**config.mk**
```make
export PLATFORM = sky130hd
export DESIGN_NAME = instr_fetch_flat
export DESIGN_NICKNAME = d
export VERILOG_FILES = /design/src/rtl/riscv_pkg.sv /design/src/rtl/instr_fetch_if.sv /design/src/rtl/if_id_reg.sv /design/src/rtl/instr_fetch.sv /design/src/flat_wrapper.sv
export SDC_FILE = /design/constraint.sdc
export NUM_CORES = 1
export LEC_CHECK = 0
export BUFFER_PORTS_ARGS = -buffer_cell sky130_fd_sc_hd__buf_4
export CORE_MARGIN = 3
export CORE_UTILIZATION = 45
export DETAILED_ROUTE_END_ITERATION = 7
export HOLD_SLACK_MARGIN = 0.12
export PLACE_DENSITY = 0.75
export SLEW_MARGIN = 0
export SYNTH_ARGS = -nofsm -noshare
export SYNTH_HDL_FRONTEND = slang
export SYNTH_HIERARCHICAL = 1
export SYNTH_SLANG_ARGS = --single-unit
```
**constraint.sdc**
```tcl
create_clock -name clk -period 3.1 [get_ports clk]
set_clock_uncertainty 0.05 [all_clocks]
set_input_delay 0.465 -clock clk [delete_from_list [all_inputs] [get_ports clk]]
set_output_delay 0.465 -clock clk [all_outputs]
set_load 0.1 [all_outputs]
```
**src/rtl/riscv_pkg.sv**
```systemverilog
// Shared RV32I front-end definitions.
// Holds the next-PC select encodings, the base opcode values the control
// unit decodes, the canonical bubble instruction, and the IF/ID record type.
package riscv_pkg;

  // Next-PC select driven by the execute stage.
  typedef enum logic [1:0] {
    PCSRC_PLUS4  = 2'b00,  // sequential fetch
    PCSRC_BRANCH = 2'b01,  // PC-relative target (BEQ/JAL)
    PCSRC_JALR   = 2'b10,  // register-based target
    PCSRC_RSVD   = 2'b11   // reserved, behaves as PCSRC_PLUS4
  } pcsrc_e;

  // Base opcodes, instr[6:0].
  localparam logic [6:0] OPC_R    = 7'b0110011;
  localparam logic [6:0] OPC_I    = 7'b0010011;
  localparam logic [6:0] OPC_LW   = 7'b0000011;
  localparam logic [6:0] OPC_SW   = 7'b0100011;
  localparam logic [6:0] OPC_BEQ  = 7'b1100011;
  localparam logic [6:0] OPC_JAL  = 7'b1101111;
  localparam logic [6:0] OPC_JALR = 7'b1100111;

  // addi x0,x0,0: the bubble inserted on a flush.
  localparam logic [31:0] NOP_INSTR = 32'h0000_0013;

  // Contents of the IF/ID pipeline register.
  typedef struct packed {
    logic [31:0] pc;
    logic [31:0] instr;
    logic        valid;
  } ifid_t;

  // Instruction addresses are word aligned; targets drop their low two bits.
  function automatic logic [31:0] word_align(input logic [31:0] addr);
    return {addr[31:2], 2'b00};
  endfunction

endpackage

```
**src/rtl/instr_fetch_if.sv**
```systemverilog
// Instruction-memory read port.
//   imem_addr  : byte address of the word being fetched (fetch side drives)
//   imem_rdata : instruction word, combinational read of imem_addr
// master = fetch unit, slave = instruction memory.
interface instr_fetch_if;

  logic [31:0] imem_addr;
  logic [31:0] imem_rdata;

  modport master (output imem_addr, input  imem_rdata);
  modport slave  (input  imem_addr, output imem_rdata);

endinterface

```
**src/rtl/if_id_reg.sv**
```systemverilog
// IF/ID pipeline register.
//   clk, reset : clock and synchronous active-high reset
//   load       : capture din (normal advance)
//   flush      : replace the instruction with a bubble, keep the PC field
//   din / q    : next / current IF/ID contents
// flush wins over load; with neither asserted the register holds.
module if_id_reg #(
  parameter logic [31:0] NOP_INSTR = riscv_pkg::NOP_INSTR
) (
  input  logic             clk,
  input  logic             reset,
  input  logic             load,
  input  logic             flush,
  input  riscv_pkg::ifid_t din,
  output riscv_pkg::ifid_t q
);

  // NOTE: state registers use non-blocking assignments so every register
  // samples the pre-edge values of the others, independent of block order.
  always_ff @(posedge clk) begin
    if (reset) begin
      q.pc    <= '0;
      q.instr <= NOP_INSTR;
      q.valid <= 1'b0;
    end else if (flush) begin
      q.instr <= NOP_INSTR;
      q.valid <= 1'b0;
    end else if (load) begin
      q <= din;
    end
  end

endmodule

```
**src/rtl/instr_fetch.sv**
```systemverilog
// Instruction fetch stage: PC register, next-PC selection and IF/ID register.
//   clk, reset        : clock and synchronous active-high reset
//   pcsrc             : next-PC select (see riscv_pkg::pcsrc_e)
//   br_target         : PC-relative target, used when pcsrc = 01
//   jalr_target       : register target, used when pcsrc = 10
//   stall             : hold PC, IF/ID and fetch_count
//   imem              : instruction-memory read port (addr = current PC)
//   ifid_pc/instr/valid : IF/ID register contents
//   opcode/func3/func7: decode slices of ifid_instr
//   fetch_count       : instructions accepted into IF/ID since reset
// Priority: reset > redirect > stall > advance. A redirect flushes the
// wrong-path word being fetched this cycle, even while stalled.
module instr_fetch #(
  parameter logic [31:0] RESET_PC  = 32'h0000_0000,
  parameter logic [31:0] NOP_INSTR = riscv_pkg::NOP_INSTR
) (
  input  logic                clk,
  input  logic                reset,
  input  logic [1:0]          pcsrc,
  input  logic [31:0]         br_target,
  input  logic [31:0]         jalr_target,
  input  logic                stall,
  instr_fetch_if.master       imem,
  output logic [31:0]         ifid_pc,
  output logic [31:0]         ifid_instr,
  output logic                ifid_valid,
  output logic [6:0]          opcode,
  output logic [2:0]          func3,
  output logic [6:0]          func7,
  output logic [31:0]         fetch_count
);

  import riscv_pkg::*;

  logic [31:0] pc;
  logic [31:0] pc_next;
  logic [31:0] redirect_target;
  logic        redirect;
  logic        advance;
  ifid_t       ifid_d;
  ifid_t       ifid_q;

  // NOTE: every signal assigned in a combinational block gets a default
  // first, so no path through the block leaves it unassigned (no latch).
  always_comb begin
    redirect        = 1'b0;
    redirect_target = '0;
    case (pcsrc_e'(pcsrc))
      PCSRC_BRANCH: begin
        redirect        = 1'b1;
        redirect_target = br_target;
      end
      PCSRC_JALR: begin
        redirect        = 1'b1;
        redirect_target = jalr_target;
      end
      default: ;  // PLUS4 and RSVD both fall through to sequential fetch
    endcase
  end

  assign advance = !redirect && !stall;

  // PC + 4 wraps naturally at 2^32.
  always_comb begin
    pc_next = pc;
    if (redirect) begin
      pc_next = word_align(redirect_target);
    end else if (advance) begin
      pc_next = pc + 32'd4;
    end
  end

  always_ff @(posedge clk) begin
    if (reset) begin
      pc          <= RESET_PC;
      fetch_count <= '0;
    end else begin
      pc <= pc_next;
      if (advance) begin
        fetch_count <= fetch_count + 32'd1;
      end
    end
  end

  assign ifid_d = '{pc: pc, instr: imem.imem_rdata, valid: 1'b1};

  if_id_reg #(
    .NOP_INSTR (NOP_INSTR)
  ) u_if_id_reg (
    .clk   (clk),
    .reset (reset),
    .load  (advance),
    .flush (redirect),
    .din   (ifid_d),
    .q     (ifid_q)
  );

  assign imem.imem_addr = pc;

  assign ifid_pc    = ifid_q.pc;
  assign ifid_instr = ifid_q.instr;
  assign ifid_valid = ifid_q.valid;

  // Decode fields come only from the registered instruction.
  assign opcode = ifid_q.instr[6:0];
  assign func3  = ifid_q.instr[14:12];
  assign func7  = ifid_q.instr[31:25];

endmodule
```
**src/flat_wrapper.sv**
```systemverilog
// flat-port wrapper written by rule: the top's interface ports become plain ports
module instr_fetch_flat import riscv_pkg::*;
#(
  parameter logic [31:0] RESET_PC  = 32'h0000_0000,
  parameter logic [31:0] NOP_INSTR = riscv_pkg::NOP_INSTR
)
  (clk, reset, pcsrc, br_target, jalr_target, stall, ifid_pc, ifid_instr, ifid_valid, opcode, func3, func7, fetch_count, imem_imem_addr, imem_imem_rdata);
  instr_fetch_if imem_i ();
  input  logic clk;
  input  logic reset;
  input  logic [1:0] pcsrc;
  input  logic [31:0] br_target;
  input  logic [31:0] jalr_target;
  input  logic stall;
  output logic [31:0] ifid_pc;
  output logic [31:0] ifid_instr;
  output logic ifid_valid;
  output logic [6:0] opcode;
  output logic [2:0] func3;
  output logic [6:0] func7;
  output logic [31:0] fetch_count;
  output wire logic [$bits(imem_i.imem_addr)-1:0] imem_imem_addr;
  input wire logic [$bits(imem_i.imem_rdata)-1:0] imem_imem_rdata;
  assign imem_imem_addr = imem_i.imem_addr;
  assign imem_i.imem_rdata = imem_imem_rdata;
  instr_fetch #(.RESET_PC(RESET_PC), .NOP_INSTR(NOP_INSTR)) u_core (.clk(clk), .reset(reset), .pcsrc(pcsrc), .br_target(br_target), .jalr_target(jalr_target), .stall(stall), .imem(imem_i), .ifid_pc(ifid_pc), .ifid_instr(ifid_instr), .ifid_valid(ifid_valid), .opcode(opcode), .func3(func3), .func7(func7), .fetch_count(fetch_count));
endmodule
```
* Word level (Yosys, flattened, before mapping)
Index checks and enable logic that the tools add are counted.
** Operators by class
- Bitwise gates (word level) :: 1
- $add $sub $neg :: 2
- Muxes and demuxes :: 4
- Eq/ne operators :: 2
- Reduce and logical (&&, ||, !) cells :: 7
** Operator list (count)
- $mux 32 :: 2
- $pmux 32 s2 :: 1
- $add 32x1->32 const B :: 1
- $add 32x3->32 const B :: 1
- $reduce_or 2->1 :: 2
- $eq 2x1->1 const B :: 1
- $eq 2x2->1 const B :: 1
- $logic_not 1->1 :: 2
- $reduce_and 2->1 :: 1
- $reduce_bool 2->1 :: 1
- $logic_and 1x1->1 :: 1
- $mux 1 :: 1
- $not 1->1 :: 1
** Storage, ports and cells
- Output and inout bits :: 146
- Bits of input ports :: 101
- Logic and storage cells :: 22
- Register bits after elaboration :: 129

* Longest topological paths before layout
Gate-level depths: netlist of run 1.
- Depth in word-level cells :: 7
- Mapped depth :: 10
- Depth with buffers taken out :: 7

* Hierarchy
Netlist of run 1, hierarchy kept.
** Modules (own cells, without submodules)
- instr_fetch :: instances 1, cells each 414, area each 3550.9 um^2
- if_id_reg :: instances 1, cells each 253, area each 2661.3 um^2

* Worst setup path before layout of run 1
Ideal clock, no wire load.
- Kind :: register -> register
- Start :: register u_core.pc[2] (netlist: u_core/imem.imem_addr[2])
- End :: register u_core.pc[28] (netlist: u_core/imem.imem_addr[28])
- Period minus slack after synthesis :: 2.628 ns
- Data required time :: 2.947 ns
- Slack :: 0.472 ns
- Path buffers :: 0
- Cell stages (with the launch flop) :: 7
- Arrival :: 2.475 ns
- Cells stage by stage :: dfxtp_1 -> ha_1 -> inv_1 -> nor4_2 -> nand3_2 -> xor2_1 -> a2111oi_2
** Between the ends
- Cells in the longest elaborated chain, start to end :: 3
** RTL lines
- start: declaration :: RTL line instr_fetch.sv:35 : logic [31:0] pc;
- start signal: assignment :: RTL line instr_fetch.sv:78 : pc <= pc_next;
- $add 32x3->32 :: RTL line instr_fetch.sv:69 : pc_next = pc + 32'd4;
- $mux 32 :: RTL line instr_fetch.sv:68 : end else if (advance) begin
- $mux 32 :: RTL line instr_fetch.sv:66 : if (redirect) begin
Every way passes these cells. The select of a mux whose other input is x is not followed.
A chain may end at the register's enable or synchronous reset.

* Final worst setup path of run 1
- Start :: register u_core.pc[2] (netlist: u_core/imem.imem_addr[2])
- End :: register u_core.pc[31] (netlist: u_core/imem.imem_addr[31])
Same word-level chain as after synthesis.

==> results of run 1 <==
==> placed cells by master (no fill, tap or decap), types with 2 or more instances in the layout <==
cell,synthesis,routed
nor2_1,76,75
nand2_1,29,29
nor4_4,2,2
dfxtp_1,127,127
a211oi_2,2,2
nand4bb_1,32,32
ha_1,4,3
buf_4,20,254
a21oi_1,8,8
a21o_1,2,2
a211oi_1,19,19
a31oi_1,2,2
and4_1,3,3
or3_1,3,3
clkinv_2,0,6
inv_1,8,8
o22ai_1,2,2
xor2_1,38,38
mux2i_1,36,36
o21ai_1,30,30
nor4_2,3,3
xnor2_1,14,14
bufinv_16,0,2
and3_1,9,9
o21ai_0,8,8
nand4_1,23,23
or2_2,2,2
a221oi_1,28,28
nand4b_1,2,2
conb_1,2,5
nand4_4,2,2
nor3_1,10,10
clkbuf_16,0,17
nand2b_1,34,34
nand3b_1,2,2
nand3_1,21,21
a22oi_1,2,2
clkbuf_8,0,3
==> path summary, 6_finish.rpt <==
path	from	to	cells past startpoint
max	u_core/imem.imem_addr[2]	u_core/imem.imem_addr[31]	5
min reg2reg	u_core/u_if_id_reg/q[33]	u_core/u_if_id_reg/q[33]	2
min	imem_imem_rdata[1]	u_core/u_if_id_reg/q[2]	3
max reg2reg	u_core/imem.imem_addr[2]	u_core/imem.imem_addr[31]	5
==> worst register-to-register path: stages (launching register included) <==
cell      delay, ns
dfxtp_1        0.49
and3b_1        0.50
nor4b_1        0.55
nand3_1        0.18
xor2_1         0.19
a211oi_1       0.25
==> synthesized netlist by cell type, drive strengths merged (21+ instances only) <==
cell and count:
dfxtp 127, nor2 76, o21ai 38, xor2 38
buf 37, mux2i 36, nand2b 34, clkbuf 32
nand4bb 32, nand2 29, a221oi 28, nand4 25
nand3 22, a211oi 21
==> layout make-up <==
class,count,area (um2),area share
clock buffers,21,470.5,0.05533
clock inverters,8,90.09,0.01059
inverters,8,30.03,0.003531
multi-input cells,466,3243,0.3814
flip-flops and latches,127,2542,0.2990
well taps,176,220.2,0.02590
repair buffers,254,1907,0.2242
==> kinds of logic after synthesis <==
logic type / share of synthesized area
other: 0.001209
buffers and inverters: 0.07251
muxes: 0.05801
xor gates and xnor gates: 0.07331
and+or+nand+nor: 0.2600
adders and majority gates: 0.008057
AOI/OAI and AO/OA: 0.1176
DFF: 0.4093
==> state kept, by name (all words and copies together) (netlist names) <==
name and count:
u_core/fetch_count 32, u_core/imem.imem_addr 30, u_core/u_if_id_reg/q 65
==> metal layers <==
layer | vias up | track usage
li1 | 2793 | -
met1 | 2726 | 0.3011
met2 | 205 | 0.3785
met3 | 22 | 0.05306
met4 | 0 | 0.07543
met5 | - | 0
==> metrics by stage <==
| step | setup WS, ns | cell area, um2 | util |
|---|---|---|---|
| after floorplan | 0.4719 | 6223 | - |
| after global placement | 0.6154 | 7943 | 0.5951 |
| after detailed placement | 0.5340 | 7943 | 0.5951 |
| after CTS | 0.8639 | 8503 | 0.6370 |
| after global routing | 0.6150 | 8503 | 0.6370 |
| final | 0.7956 | 8503 | 0.6370 |
==> power by group <==
part | internal (mW) | switching (mW) | leakage (nW)
registers | 1.70 | 0.0952 | 1.03
clock network | 1.22 | 0.667 | 0.284
logic | 0.306 | 0.786 | 2.22
total | 3.23 | 1.55 | 3.53
==> summary.log, run 1 <==
INFO  run_status     status=complete, no violations
INFO  sta            max_freq=0.4340GHz
INFO  final_layout   share_of_cells_above_drive_strength_1=0.3382
INFO  sta            final-hold-violation-count=0
INFO  critical_path  worst_ep_required_time=3.36ns
INFO  sta            fin_worst_hold_slack=0.2340ns
INFO  power          worst_vdd_ir=349.5uV
INFO  place          io_buffers=240
INFO  critical_path  worstPathBufferInverterCount=0
INFO  clock_tree     clock_tree.root_cell=clkbuf_16
INFO  final_layout   final_instance_count_without_filler_cells=1060
INFO  critical_path  timing.critical_path.slowest_cell_delay=0.55ns
INFO  sta            rsz0062_at_grt=false
INFO  floorplanning  dieHeight=123.5um
INFO  floorplanning  rows=42
INFO  critical_path  path_delay_family=simple AND/OR/NAND/NOR gates
INFO  sta            timing.setup.tns=0ns
INFO  grt            grt_first_pass_wirelength=27610um
INFO  synthesis      synthesis.area_per_instance=9.314um2
INFO  sta            slew_viol_final=0
INFO  power          leakage=3.533nW
INFO  critical_path  timing.setup.critical_path_class=reg -> reg
INFO  clock_tree     postCtsSetupRepairBufs=0
INFO  clock_tree     cts_buffers=17
INFO  critical_path  ordered_cell_list_for_the_critical_path=and3b_1, nor4b_1, nand3_1, xor2_1, a211oi_1
INFO  place          placed_cells=1031
INFO  synthesis      ys_seq_area_frac=0.4093
INFO  sta            timing.final.crit_share=0.7433
INFO  critical_path  setup.reg_to_reg.worst_slack=0.80ns
INFO  routing        sum_of_met2_wire_segment_lengths_after_detailed_routing=8885um
INFO  power          pwr_density_cell=561.9nW/um2
INFO  floorplanning  design.die.area=15250um2
INFO  floorplanning  floorplan.die.width=123.5um
INFO  clock_tree     worstSkewPairLatency=0.40ns
INFO  synthesis      async_reset_ff_frac=0
INFO  routing        detail_route.wirelength=18200um
INFO  grt            grt_antenna_before_repair=0
INFO  final_layout   fillCellCount=1165
INFO  sta            timing_worst_slew_pin_value=0.9818ns
INFO  power          p_total=4.778mW
INFO  routing        average_vias_per_placed_instance=5.421
INFO  floorplanning  start_util=0.4654
INFO  final_layout   final_net_count=979
INFO  flow_run       drv_cap=0
INFO  clock_tree     postCtsResizedCells=0
INFO  synthesis      synth-edff-count=0
INFO  synthesis      synth_top_cell_by_area=dfxtp_1
INFO  place          finalWeightedCongestion=0.8346
INFO  synthesis      synthesis.instances=667
INFO  routing        met3_length=1257um
INFO  critical_path  crit_fanout=11
INFO  routing        detailedRoute.firstPassIterationCount=5
INFO  critical_path  crit_slowest_cell=nor4b_1
INFO  critical_path  end_kind=flip-flop
INFO  synthesis      synth_flop_cell=dfxtp_1
INFO  floorplanning  core-area=13350um2
INFO  synthesis      netlist_top_cells_area=dfxtp_1 (41%), mux2i_1 (5.8%), nand4bb_1 (5.8%), xor2_1 (5.4%), nor2_1 (4.6%)
INFO  synthesis      synth_top_area_share=0.4093
INFO  routing        dr_total_vias=5746
INFO  critical_path  timing.critical_path.arrival=2.56ns
INFO  final_layout   antenna_cells=0
INFO  synthesis      ys_ff_latch=127
INFO  min_path       worst_hold_path_type=in -> reg
INFO  routing        remaining_drc_errors=0
INFO  floorplanning  floorplan.io_pins=247
INFO  critical_path  worstSetupStartpointType=flip-flop
INFO  routing        maxUsedRoutingLayer=met4
INFO  grt            grt_pass1_vias=5368
INFO  synthesis      synth.cell_area=6212um2
INFO  clock_tree     cts_hold_repair.buffers=0
INFO  sta            slew_headroom=0.3455
INFO  routing        initialDrtViolationCount=385
INFO  final_layout   area_growth=36.88%
INFO  synthesis      ys_warn_count=6
INFO  grt            grt_start_max_net_pins=51
INFO  place          hpwl_after_dpl=13480um
INFO  clock_tree     maximum_number_of_buffers_from_clock_root_to_sink=2
INFO  clock_tree     cts.sink_count=127
INFO  clock_tree     tritoncts=built
INFO  clock_tree     clk_slew_on_worst_s_h_paths=0.05ns
INFO  routing        detail_route.wirelength.met1=7766um
INFO  clock_tree     ctsHtreeMaxLevel=4
INFO  routing        route.antenna.remaining_nets=0
INFO  grt            grt.total_usage=0.2309
INFO  sta            finalSetupViolations=0
INFO  grt            globalRoute.totalOverflow=0
INFO  routing        wl_per_cell=17.17um
INFO  synthesis      synth.distinct_cells=52
INFO  sta            final_critical_delay_including_setup_and_external_delays=2.304ns
Note: power is estimated with default switching activity, not from simulation.
==> inputs of run 2 (changes only) <==
- ABC_AREA: default -> 1
- PLACE_DENSITY: 0.75 -> 0.77
- clock period: 3.1 -> 1.9 ns (I/O delays scaled with it)
==> run 2 against run 1 <==
  * Utilization grew 3.7 points
  * First-iteration DRC count grew 41%
  * Routed wire length grew 26%
  * Power grew 79%
  * Via count grew 36%
  * Sequential cell count is the same
  * Clock power grew 72%
  * Combinational power grew 110%
==> summary.log, run 2 <==
INFO  run_status     status=complete, no violations
INFO  grt            grt_antenna_before_repair=0 [unchanged]
INFO  routing        maxUsedRoutingLayer=met4
INFO  floorplanning  dieHeight=128.4um [+4.0%]
INFO  routing        average_vias_per_placed_instance=5.154 [-4.9%]
INFO  routing        detail_route.wirelength.met1=9149um [+18%]
INFO  critical_path  timing.critical_path.slowest_cell_delay=0.37ns [-0.18 ns]
INFO  floorplanning  rows=44 [+4.8%]
INFO  place          dpl_worst_slack=-0.2250ns [-0.7589 ns]
INFO  sta            finalSetupViolations=0 [unchanged]
INFO  final_layout   top_register=u_core/u_if_id_reg/q
INFO  min_path       worst_hold_path_type=in -> reg
INFO  final_layout   layout_commonest_cell=nand2_1
INFO  sta            fin_worst_hold_slack=0.1544ns [-0.07969 ns]
INFO  routing        remaining_drc_errors=0 [unchanged]
INFO  synthesis      synth_top_cell_by_area=dfxtp_1
INFO  clock_tree     maximum_number_of_buffers_from_clock_root_to_sink=2 [unchanged]
INFO  critical_path  path_delay_family=simple AND/OR/NAND/NOR gates
INFO  synthesis      synth.distinct_cells=37 [-29%]
INFO  clock_tree     clk_slew_on_worst_s_h_paths=0.06ns [about the same]
INFO  sta            rsz0062_at_grt=false
INFO  grt            grt_pass1_vias=7304 [+36%]
INFO  floorplanning  floorplan.die.width=128.4um [+4.0%]
INFO  grt            grt_first_pass_wirelength=35980um [+30%]
INFO  synthesis      ys_warn_count=6 [unchanged]
INFO  clock_tree     clock_tree.root_cell=clkbuf_16
INFO  sta            slew_viol_final=0 [unchanged]
INFO  flow_run       drv_cap=0 [unchanged]
INFO  critical_path  timing.critical_path.arrival=2.03ns [-0.53 ns]
INFO  critical_path  worstSetupStartpointType=flip-flop
INFO  sta            final-hold-violation-count=0 [unchanged]
INFO  synthesis      netlist_top_cells_area=dfxtp_1 (38%), nand2_1 (17%), nor2_1 (9.7%), a21oi_1 (6.7%), nand3_1 (5.7%)
INFO  synthesis      synthesis.instances=1050 [+57%]
INFO  synthesis      synth.cell_area=6743um2 [+8.5%]
INFO  final_layout   fillCellCount=1287 [+10%]
INFO  power          worst_vdd_ir=617.8uV [+77%]
INFO  sta            final_critical_delay_including_setup_and_external_delays=1.777ns [-0.5278 ns]
INFO  routing        met3_length=2106um [+68%]
INFO  synthesis      post_synth_most_frequent_cells=nand2_1 (297), nor2_1 (174), dfxtp_1 (127)
INFO  place          finalWeightedCongestion=0.9158 [+9.7%]
INFO  floorplanning  design.die.area=16490um2 [+8.1%]
INFO  critical_path  ordered_cell_list_for_the_critical_path=ha_1, nand3_1, inv_1, nand3_1, nor2_1, nand3_1, a21oi_1, a21oi_1
INFO  final_layout   antenna_cells=0 [unchanged]
INFO  sta            slew_headroom=0.5346 [+0.1891]
INFO  place          hpwl_after_dpl=16280um [+21%]
INFO  routing        route.antenna.remaining_nets=0 [unchanged]
INFO  routing        dr_total_vias=7839 [+36%]
INFO  critical_path  worst_ep_required_time=2.15ns [-1.21 ns]
INFO  critical_path  crit_slowest_cell=dfxtp_4
INFO  critical_path  end_kind=flip-flop
INFO  synthesis      async_reset_ff_frac=0 [unchanged]
INFO  routing        wl_per_cell=15.13um [-12%]
INFO  final_layout   most-common-layout-cells=nand2_1 (297), buf_4 (277), nor2_1 (173)
INFO  floorplanning  start_util=0.4622 [-0.003232]
INFO  clock_tree     worstSkewPairLatency=0.42ns [+0.02 ns]
INFO  routing        detail_route.wirelength=23010um [+26%]
INFO  sta            max_freq=0.5629GHz [+30%]
INFO  synthesis      synth_flop_cell=dfxtp_1
INFO  clock_tree     tritoncts=built
INFO  final_layout   final_net_count=1429 [+46%]
INFO  power          pwr_density_cell=867.5nW/um2 [+54%]
INFO  place          placed_cells=1455 [+41%]
INFO  synthesis      ys_seq_area_frac=0.3771 [-0.03220]
INFO  final_layout   area_growth=45.95%
INFO  final_layout   max_reg_flops=65 [unchanged]
INFO  synthesis      synth_top_area_share=0.3771 [-0.03220]
INFO  clock_tree     cts_buffers=17 [unchanged]
INFO  synthesis      yosysMostFrequentCell=nand2_1
INFO  final_layout   final_instance_count_without_filler_cells=1521 [+43%]
INFO  routing        sum_of_met2_wire_segment_lengths_after_detailed_routing=10960um [+23%]
INFO  power          leakage=4.285nW [+21%]
INFO  final_layout   multi_input_comb_area=3526um2 [+8.7%]
INFO  critical_path  crit_fanout=6 [-5]
INFO  floorplanning  core-area=14590um2 [+9.3%]
INFO  sta            timing.final.crit_share=0.9350 [+0.1917]
INFO  grt            globalRoute.totalOverflow=0 [unchanged]
INFO  clock_tree     postCtsSetupRepairBufs=0 [unchanged]
INFO  synthesis      synth-edff-count=0 [unchanged]
INFO  grt            grt_start_max_net_pins=39 [-24%]
INFO  final_layout   final-seq-area=2618um2 [+3.0%]
INFO  critical_path  worstPathBufferInverterCount=1 [+1]
INFO  sta            timing_worst_slew_pin_value=0.6965ns [-0.2853 ns]
INFO  synthesis      synthesis.area_per_instance=6.422um2 [-31%]
INFO  grt            grt.total_usage=0.2731 [+0.04211]
INFO  sta            final_critical_path_setup_slack=0.1234ns [-0.6722 ns]
INFO  place          io_buffers=240 [unchanged]
INFO  critical_path  timing.setup.critical_path_class=reg -> reg
INFO  synthesis      ys_ff_latch=127 [unchanged]
INFO  clock_tree     cts.sink_count=127 [unchanged]
INFO  critical_path  critical-path-top-cell-by-count=nand3_1
INFO  floorplanning  floorplan.io_pins=247 [unchanged]
INFO  routing        detailedRoute.firstPassIterationCount=5 [unchanged]
INFO  final_layout   share_of_cells_above_drive_strength_1=0.2887 [-0.04953]
INFO  clock_tree     ctsHtreeMaxLevel=4 [unchanged]
INFO  routing        initialDrtViolationCount=542 [+41%]
[run 2: worst paths after layout]
check | startpoint | slack, ns | end | depth (start not counted)
worst max-delay path | u_core/imem.imem_addr[3] | 0.12 | u_core/imem.imem_addr[26] | 8
worst max register to register | u_core/imem.imem_addr[3] | 0.12 | u_core/imem.imem_addr[26] | 8
worst min-delay path | jalr_target[28] | 0.15 | u_core/imem.imem_addr[28] | 5
worst min register to register | u_core/fetch_count[12] | 0.40 | u_core/fetch_count[12] | 1
[run 2: cells by family after synthesis]
group	Yosys count	share of synthesized area
AND/OR/NAND/NOR	597	0.3706
XOR/XNOR	11	0.01429
buffers and inverters	158	0.1021
adder cells (fa/ha/maj)	4	0.007423
AO/OA/AOI/OAI	151	0.1275
other	2	0.001114
flip-flops	127	0.3771
[run 2: area by class of cell]
type,instances,area share
Sequential cell,127,0.2660
Clock inverter,10,0.01119
Timing Repair Buffer,316,0.2561
Inverter,94,0.03586
Multi-Input combinational cell,768,0.3583
Tap cell,184,0.02339
Clock buffer,22,0.04921
[run 2: metrics by stage]
stage / cell area, um2 / TNS, ns / total power [mW] / utilization
floorplan: 6832 / -0.01479 / 4.640 / -
global placement: 8904 / -5.258 / 5.237 / 0.6103
detailed placement: 8904 / -7.118 / 5.258 / 0.6103
CTS: 9838 / 0 / 8.575 / 0.6744
global route: 9841 / 0 / 8.860 / 0.6745
finish: 9841 / 0 / 8.537 / 0.6745
[run 2: worst min-delay path, delay by kind of cell]
family,cells,cell delay (ns)
AO/OA/AOI/OAI,1,0.05
buffers and inverters,2,0.13
AND/OR/NAND/NOR,2,0.10
[run 2: metal layers]
| layer | track usage | vias to the layer above |
|---|---|---|
| met5 | 0 | - |
| met4 | 0.1367 | 0 |
| met3 | 0.06891 | 60 |
| met2 | 0.4462 | 338 |
| met1 | 0.3346 | 3549 |
| li1 | - | 3892 |
[run 2: repair_timing]
action | 4_1_cts | 5_1_grt
endpoints found under the hold margin | 39 | 0
hold buffers | 34 | 0
gates resized for setup | 0 | 1
setup endpoints to repair | 0 | 2
[run 2: where the power goes]
| part | internal, mW | leakage (nW) | switching [mW] |
|---|---|---|---|
| sequential | 2.81 | 1.06 | 0.172 |
| combinational | 0.631 | 2.94 | 1.67 |
| clock | 2.06 | 0.284 | 1.20 |
| total | 5.50 | 4.28 | 3.03 |
==> inputs of run 3 (changes only) <==
- ABC_AREA: 1 -> 0
- CORE_UTILIZATION: 45 -> 44
- PLACE_DENSITY: 0.77 -> 0.76
==> run 3 against run 2 <==
  * Routed wire length fell by 14%
  * Via count is 23% lower
  * Clock-buffer cell count is 2 higher
  * Largest cell class unchanged
  * Critical path type unchanged
  * Global-route usage is 3.0 points lower
  * Critical endpoint is now u_core/imem.imem_addr[28]
  * Fmax decreased by 2.0%
  * Register-to-register slack got worse by 0.04 ns
  * Cell count fell by 27%
  * Non-clock buffer count shrank 12
  * Final area shrank 6.0%
  * Sequential power down 2%
  * Clock power shrank 4%
==> summary.log, run 3 (same netlist as run 1, synthesis figures left out) <==
INFO  run_status     status=complete, no violations
INFO  place          io_buffers=240 [unchanged]
INFO  sta            slew_viol_final=0 [unchanged]
INFO  critical_path  path_delay_family=simple AND/OR/NAND/NOR gates
INFO  routing        wl_per_cell=17.74um [+17%]
INFO  sta            final_critical_path_setup_slack=0.08694ns [-0.03648 ns]
INFO  final_layout   final-seq-area=2706um2 [+3.4%]
INFO  sta            final-hold-violation-count=0 [unchanged]
INFO  grt            grt_first_pass_wirelength=30750um [-15%]
INFO  floorplanning  rows=42 [-4.5%]
INFO  power          p_total=7.958mW [-6.8%]
INFO  sta            final_critical_delay_including_setup_and_external_delays=1.813ns [+0.03648 ns]
INFO  routing        detailedRoute.firstPassIterationCount=6 [+1]
INFO  sta            timing.setup.tns=0ns [unchanged]
INFO  final_layout   final_instance_count_without_filler_cells=1113 [-27%]
INFO  min_path       min_path_cells=3 [-2]
INFO  routing        route.antenna.remaining_nets=0 [unchanged]
INFO  min_path       worst_hold_path_type=in -> reg
INFO  sta            timing.final.crit_share=0.9542 [+0.01920]
INFO  sta            rsz0062_at_grt=true
INFO  final_layout   antenna_cells=0 [unchanged]
INFO  clock_tree     tritoncts=built
INFO  clock_tree     worstSkewPairLatency=0.41ns [about the same]
INFO  critical_path  timing.critical_path.slowest_cell_delay=0.39ns [+0.02 ns]
INFO  critical_path  crit_fanout=8 [+2]
INFO  min_path       hold_path_end=u_core/imem.imem_addr[13]
INFO  routing        average_vias_per_placed_instance=5.447 [+5.7%]
INFO  critical_path  end_kind=flip-flop
INFO  clock_tree     maximum_number_of_buffers_from_clock_root_to_sink=2 [unchanged]
INFO  routing        remaining_drc_errors=0 [unchanged]
INFO  critical_path  crit_slowest_cell=dfxtp_4
INFO  critical_path  setup.reg_to_reg.worst_slack=0.09ns [-0.04 ns]
INFO  grt            grt_start_max_net_pins=74 [+90%]
INFO  sta            fin_worst_hold_slack=0.1446ns [-0.009803 ns]
INFO  final_layout   most-common-layout-cells=buf_4 (266), nor2_1 (75), dfxtp_1 (72)
INFO  final_layout   fillCellCount=1040 [-19%]
INFO  place          dpl_worst_slack=-0.2074ns [+0.01761 ns]
INFO  place          postPlaceCellArea=8312um2 [-6.6%]
INFO  routing        dr_total_vias=6062 [-23%]
INFO  routing        detail_route.wirelength=19740um [-14%]
INFO  final_layout   final_util=0.6851 [+0.01058]
INFO  critical_path  timing.critical_path.arrival=2.06ns [+0.03 ns]
INFO  floorplanning  dieHeight=124.8um [-2.8%]
INFO  final_layout   area_growth=48.94%
INFO  clock_tree     cts_buffers=17 [unchanged]
INFO  final_layout   max_reg_flops=65 [unchanged]
INFO  clock_tree     clk_slew_on_worst_s_h_paths=0.06ns [about the same]
INFO  critical_path  worst_ep_required_time=2.15ns [about the same]
INFO  place          finalWeightedCongestion=0.8974 [-2.0%]
INFO  critical_path  worstPathBufferInverterCount=0 [-1]
INFO  final_layout   share_of_cells_above_drive_strength_1=0.4034 [+0.1147]
INFO  clock_tree     ctsHtreeMaxLevel=4 [unchanged]
INFO  floorplanning  start_util=0.4600 [-0.002201]
INFO  final_layout   top_register=u_core/u_if_id_reg/q
INFO  grt            grt_antenna_before_repair=0 [unchanged]
INFO  critical_path  reg2reg_to=u_core/imem.imem_addr[28]
INFO  place          placed_cells=1045 [-28%]
INFO  flow_run       drv_cap=0 [unchanged]
INFO  critical_path  worstSetupStartpointType=flip-flop
INFO  power          leakage=3.834nW [-11%]
INFO  final_layout   layout_commonest_cell=buf_4
INFO  critical_path  r2r_cells=5 [-3]
INFO  critical_path  timing.critical_path.from=u_core/imem.imem_addr[17]
INFO  critical_path  timing.setup.critical_path_class=reg -> reg
INFO  floorplanning  core-area=13510um2 [-7.4%]
INFO  floorplanning  floorplan.io_pins=247 [unchanged]
INFO  power          worst_vdd_ir=534.4uV [-14%]
INFO  critical_path  startpoint_of_the_most_critical_register_to_register_path=u_core/imem.imem_addr[17]
INFO  sta            max_freq=0.5516GHz [-2.0%]
INFO  grt            grt_pass1_vias=5821 [-20%]
INFO  critical_path  ordered_cell_list_for_the_critical_path=nand4_1, nor4_4, nand3_2, xor2_1, a2111oi_2
INFO  final_layout   final_net_count=1029 [-28%]
INFO  grt            globalRoute.totalOverflow=0 [unchanged]
INFO  clock_tree     cts.sink_count=127 [unchanged]
INFO  floorplanning  floorplan.die.width=124.8um [-2.8%]
INFO  clock_tree     clock_tree.root_cell=clkbuf_16
INFO  place          hpwl_after_dpl=14130um [-13%]
INFO  min_path       min_from=jalr_target[13]
INFO  power          pwr_density_cell=860.1nW/um2 [-0.85%]
INFO  sta            finalSetupViolations=0 [unchanged]
INFO  floorplanning  design.die.area=15580um2 [-5.5%]
INFO  grt            grt.total_usage=0.2426 [-0.03042]
INFO  routing        initialDrtViolationCount=490 [-9.6%]
INFO  final_layout   postLayoutCellArea=9253um2 [-6.0%]
INFO  final_layout   multi_input_comb_area=3288um2 [-6.7%]
run 3: worst max-delay path by stage:
stage | to | slack, ns | cells past startpoint
2_1_floorplan | u_core/imem.imem_addr[28] | -0.06 | 5
3_3_place_gp | u_core/fetch_count[11] | -0.16 | 6
3_5_place_dp | u_core/fetch_count[17] | -0.21 | 7
4_1_cts | u_core/imem.imem_addr[28] | 0.07 | 5
5_1_grt | u_core/imem.imem_addr[28] | -0.004 | 5
6_report | u_core/imem.imem_addr[28] | 0.09 | 5
run 3: cell type report:
cell class / count / share of cell area
multi-input cells: 466 / 0.3554
clock inverters: 8 / 0.008384
inverters: 8 / 0.003245
flip-flops and latches: 127 / 0.2925
repair buffers: 304 / 0.2623
well taps: 176 / 0.02380
clock buffers: 24 / 0.05436
run 3: tightest hold or removal path: stages:
cell and delay, ns:
buf_4 0.08, a22oi_1 0.09, o22ai_1 0.11
run 3: where the power goes:
group | total, mW | internal [mW] | switching, mW
sequential | 2.93 | 2.76 | 0.168
clock | 3.13 | 1.98 | 1.15
combinational | 1.90 | 0.590 | 1.31
run 3: timing repair:
action	CTS	global route
setup endpoints to repair	0	6
hold buffers	33	0
buffers inserted	0	3
endpoints found under the hold margin	33	0
resized for setup	0	2
run 3: per-layer routing:
| metal | track usage | share of wire | up-vias | wire [um] |
|---|---|---|---|---|
| li1 | - | - | 2891 | - |
| met1 | 0.3101 | 0.42 | 2889 | 8277 |
| met2 | 0.4062 | 0.50 | 251 | 9790 |
| met3 | 0.05232 | 0.066 | 31 | 1303 |
| met4 | 0.08355 | 0.019 | 0 | 368 |
| met5 | 0 | 0 | - | 0 |
